### src/rtl/adder4_rr_sched.sv
// Round-robin front end for a shared (W+2)-bit adder: each requester submits
// {d,c,b,a} and gets back a+b+c+d after three accumulate cycles.
//
//  state | meaning
//  IDLE  | arbitrating; req_ready asserted toward the granted requester
//  ACC   | three sequential adds of b, c, d into acc (step 0..2)
//  DONE  | result held on rsp_* until the consumer takes it
module adder4_rr_sched #(
   parameter int NREQ = 2,
   parameter int W    = 8,
   parameter int IDW  = (NREQ > 1) ? $clog2(NREQ) : 1
) (
   input  logic                  clk,
   input  logic                  rst_n,
   input  logic [NREQ-1:0]       req_valid,
   output logic [NREQ-1:0]       req_ready,
   input  logic [NREQ*4*W-1:0]   req_data,
   output logic                  rsp_valid,
   input  logic                  rsp_ready,
   output logic [W+1:0]          rsp_sum,
   output logic [IDW-1:0]        rsp_id,
   output logic                  busy
);

   typedef enum logic [1:0] {IDLE, ACC, DONE} state_t;

   state_t         state, state_nxt;
   logic [IDW-1:0] rr_ptr, grant, ptr_nxt;
   logic           found, accept, last_add;
   logic [W+1:0]   acc, add_in, add_out;
   logic [W-1:0]   op_b, op_c, op_d;
   logic [1:0]     step;
   logic [4*W-1:0] grant_data;

   // Rotating priority scan starting at rr_ptr.
   always_comb begin
      grant = '0;
      found = 1'b0;
      for (int i = 0; i < NREQ; i++) begin
         if (!found && req_valid[(int'(rr_ptr) + i) % NREQ]) begin
            found = 1'b1;
            grant = IDW'((int'(rr_ptr) + i) % NREQ);
         end
      end
   end

   always_comb begin
      req_ready = '0;
      if (rst_n && state == IDLE && found)
         req_ready[grant] = 1'b1;
   end

   assign grant_data = req_data[int'(grant)*4*W +: 4*W];
   assign ptr_nxt    = (grant == IDW'(NREQ-1)) ? '0 : grant + 1'b1;
   assign busy       = (state != IDLE);

   // The single shared adder; operand order b, c, d by step.
   always_comb begin
      case (step)
         2'd0:    add_in = {2'b00, op_b};
         2'd1:    add_in = {2'b00, op_c};
         default: add_in = {2'b00, op_d};
      endcase
   end
   assign add_out = acc + add_in;

   always_comb begin
      state_nxt = state;
      accept    = 1'b0;
      last_add  = 1'b0;
      case (state)
         IDLE: begin
            accept = |(req_valid & req_ready);
            if (accept) state_nxt = ACC;
         end
         ACC: begin
            last_add = (step == 2'd2);
            if (last_add) state_nxt = DONE;
         end
         DONE: begin
            if (rsp_ready) state_nxt = IDLE;
         end
         default: state_nxt = IDLE;
      endcase
   end

   always_ff @(posedge clk or negedge rst_n) begin
      if (!rst_n) state <= IDLE;
      else        state <= state_nxt;
   end

   always_ff @(posedge clk or negedge rst_n) begin
      if (!rst_n) begin
         rr_ptr    <= '0;
         acc       <= '0;
         step      <= '0;
         op_b      <= '0;
         op_c      <= '0;
         op_d      <= '0;
         rsp_valid <= 1'b0;
         rsp_sum   <= '0;
         rsp_id    <= '0;
      end else begin
         if (accept) begin
            acc    <= {2'b00, grant_data[W-1:0]};
            op_b   <= grant_data[2*W-1:W];
            op_c   <= grant_data[3*W-1:2*W];
            op_d   <= grant_data[4*W-1:3*W];
            rsp_id <= grant;
            rr_ptr <= ptr_nxt;
            step   <= '0;
         end
         if (state == ACC) begin
            acc  <= add_out;
            step <= step + 2'd1;
         end
         if (last_add) begin
            rsp_valid <= 1'b1;
            rsp_sum   <= add_out;
         end
         if (state == DONE && rsp_ready)
            rsp_valid <= 1'b0;
      end
   end

endmodule

### config.mk
export PLATFORM = sky130hd
export DESIGN_NAME = adder4_rr_sched
export DESIGN_NICKNAME = d
export VERILOG_FILES = /design/src/rtl/adder4_rr_sched.sv
export SDC_FILE = /design/constraint.sdc
export NUM_CORES = 1
export LEC_CHECK = 0
export CAP_MARGIN = 25
export CORE_UTILIZATION = 47
export CTS_CLUSTER_DIAMETER = 100
export DETAILED_ROUTE_END_ITERATION = 10
export HOLD_SLACK_MARGIN = 0.06
export MAX_ROUTING_LAYER = met4
export PLACE_DENSITY = 0.86
export SETUP_SLACK_MARGIN = 0.4
export SYNTH_ARGS = -nofsm -noshare
export SYNTH_HDL_FRONTEND = slang
export SYNTH_SLANG_ARGS = --single-unit
### constraint.sdc
create_clock -name clk -period 3.9 [get_ports clk]
set_clock_uncertainty 0.05 [all_clocks]
set_input_delay 0.585 -clock clk [delete_from_list [all_inputs] [get_ports clk]]
set_output_delay 0.585 -clock clk [all_outputs]
set_load 0.005 [all_outputs]
==> results.md <==
- Outcome: finished, final reports clean
- Post-synthesis cell type count: 38
- Minimum clock period after layout: 2.98 ns
- Logic pwr share: 0.579
- Top cell family by delay on the critical path: adder cells
- Drt total wl: 6420 um
- Crit share post-route: 0.764
- Count of final setup violators: 0
- Buffers on Ports: 83
- Total power divided by cell area: 799 mW/mm^2
- Slew Viols, Final: 0
- Worst vdd rail ir drop: 0.348 mV
- Sw Share: 0.430
- Hold/Removal Path Class: reg -> reg
- Worst-path clk slew: 0.09 ns
- Starting utilization of the core area: 0.499
- Maximum root-to-sink buffer count: 2
- Share of layout cells above drive strength 1: 0.0658
- Global router's overall resource usage: 0.230
- WS Path Type: reg -> reg
- Total core area: 0.00561 sq mm
- Yosys warning total: 0
- Via Count: 2344
- Largest net degree at the start of global routing: 63
- Remaining antenna violation count: 0
- Flip-flop and latch count after synthesis: 51
- Total gr overflow: 0
- TritonCTS buffer count: 5
- Count of max-cap constraint violations: 0
- Switching component of the power: 1.30 mW
- Type of element launching the critical path: register
- Number of nets in the layout: 445
- Post-detailed-route DRC marker count: 0
- Hold slack: 0.435 ns
- Portion of total power attributed to the clock network: 0.107
- Count of mapped cells out of synthesis: 285
- Die footprint: 0.00626 sq mm
- Average routed wire per standard cell: 14.7 um
- Cell leakage power: 1.78 nW
- Post-synth EDFFs: 0
- Critical-path cell list: inv_1 > ha_1 > nor2_1 > nand2_1 > nand2_1 > ha_1 > fa_1 > a21oi_1 > o211a_1 > o21ai_2 > or3_1 > o211ai_1
- # fillers: 472
- CTS Sinks: 51
- Cell at the root of the clock tree: clkbuf_8
- Gpl congestion: 0.853
- Avg Vias per Cell: 5.36
- Number of nets in the synthesized netlist: 366
- Internal Power: 1.73 mW
- Worst slew margin relative to its limit: 0.597
- Slowest cell on crit path: fa_1
- Via count of the first global-routing pass: 2339
- Maximum level of the CTS H-tree: 2
- Number of rows in the core area: 27
- Most frequently used flop master after synthesis: dfrtp_1
- DRT Pass-1 Iters: 4
- Mapped Avg Cell Area: 9.82 sq um
- TritonCTS clock tree: yes
- Most common cell after layout, fill and taps aside: clkdlybuf4s50_1
- Endpoint required time on the critical path: 4.07 ns
- CP Buf/Inv Count: 1
- Commonest cells after routing, fill and taps aside: clkdlybuf4s50_1 (82), nand2_1 (59), dfrtp_1 (51), o21ai_0 (34), mux2i_1 (32)
- Summed negative setup slack over all endpoints: 0 ns
- Violation count after the first detailed-routing iteration: 123
- Sequential power share: 0.314
- Latest clock arrival within the worst-skew pair: 0.30 ns
- Antenna violations before repair: 0
- Boundary Pins: 84
- Number of buffers added for setup after CTS: 0
- Worst-path maximum fanout: 9
- Post-cts gate resize count: 0
- Cell area after synthesis: 0.00280 sq mm
- Timing-limited maximum frequency: 335 MHz
- Peak per-stage delay on the critical path: 0.44 ns
- Number of antenna diodes: 0
- Die extent in y: 79.2 um
- Hold violation total from the final report: 0
- Asr flop ratio synth: 1.00
- Actual slew at the worst max-slew pin: 0.604 ns
- Setup slack on the worst flop-to-flop path: 0.92 ns
- Width of the die: 79.2 um
- Sort of element at the end of the critical path: register
- Wire length of the first global-routing pass: 10900 um
- Setup repair after global routing missed its margin: false
- DP Wirelength: 4920 um
- Growth of design area from synthesis to finish: 35.6%
- Share of synthesized area occupied by flip-flops and latches: 0.456
- Critical path data arrival time: 3.15 ns
- Number of buffers inserted by hold repair at cts: 1
[power groups by stage]
stage / clock network (mW) / logic [mW] / registers, mW
after global placement: 0 / 1.67 / 0.948
after floorplan: 0 / 1.24 / 0.917
after detailed placement: 0 / 1.74 / 0.958
after CTS: 0.330 / 1.75 / 0.952
final: 0.326 / 1.75 / 0.951
after global routing: 0.347 / 1.95 / 0.981
[area by class of cell]
| type | count | area [sq um] | area share |
|---|---|---|---|
| multi-input cells | 211 | 1440 | 0.379 |
| inverters | 8 | 30.0 | 0.00792 |
| well taps | 72 | 90.1 | 0.0238 |
| repair buffers | 87 | 858 | 0.226 |
| clock buffers | 8 | 100 | 0.0264 |
| flip-flops and latches | 51 | 1280 | 0.337 |
[logic make-up after synthesis]
group                      after synthesis  share of synthesized area
DFF                                     51                      0.456
xor gates and xnor gates                 8                     0.0250
buffers and inverters                   23                     0.0371
AOI/OAI and AO/OA                       82                      0.192
muxes                                   34                      0.123
adders and majority gates               12                     0.0564
and+or+nand+nor                         75                      0.111
[path summary, 6_finish.rpt]
kind	from	endpoint	cells past startpoint
worst max-delay path	step[0]	acc[8]	12
worst min-delay path	rsp_id	rsp_id	1
worst max register to register	step[0]	acc[8]	12
worst min register to register	rsp_id	rsp_id	1
max in group asynchronous	rst_n	acc[2]	3
min in group asynchronous	rst_n	rsp_id	2
[per-stage QoR]
stage	instances	power, mW	cell area, sq um	setup WS, ns	utilization
4_1_cts	437	3.03	3790	0.938	0.676
3_5_place_dp	428	2.70	3680	0.971	0.657
5_1_grt	437	3.28	3790	0.688	0.676
3_3_place_gp	428	2.62	3680	1.04	0.657
2_1_floorplan	285	2.16	2800	1.18	-
6_report	437	3.03	3790	0.919	0.676
[cells in the mapped netlist (all sizes together), types with 3 or more instances]
library cell | count | area share
dfrtp | 51 | 0.46
nor2 | 6 | 0.0089
a22oi | 10 | 0.027
nand2 | 61 | 0.084
inv | 8 | 0.011
xnor2 | 4 | 0.013
xor2 | 4 | 0.013
a21oi | 10 | 0.019
buf | 6 | 0.014
ha | 11 | 0.049
clkbuf | 9 | 0.012
o21ai | 43 | 0.080
o211ai | 3 | 0.0098
mux2i | 32 | 0.11
a21o | 4 | 0.011
o221ai | 4 | 0.013
[metal layers]
metal,part of all wire,wire length [um],global-route usage,vias up
li1,-,-,-,1155
met1,0.44,2820,0.299,1114
met2,0.50,3230,0.372,70
met3,0.047,304,0.0333,5
met4,0.011,70,0.0691,0
met5,0,0,-,-
[flip-flops by register name, summed over array words and instances (netlist names)]
register	cells
acc	10
rsp_sum	10
op_b	8
op_c	8
op_d	8
state	2
step	2
rr_ptr	1
rsp_id	1
rsp_valid	1
Note: power is estimated with default switching activity, not from simulation.
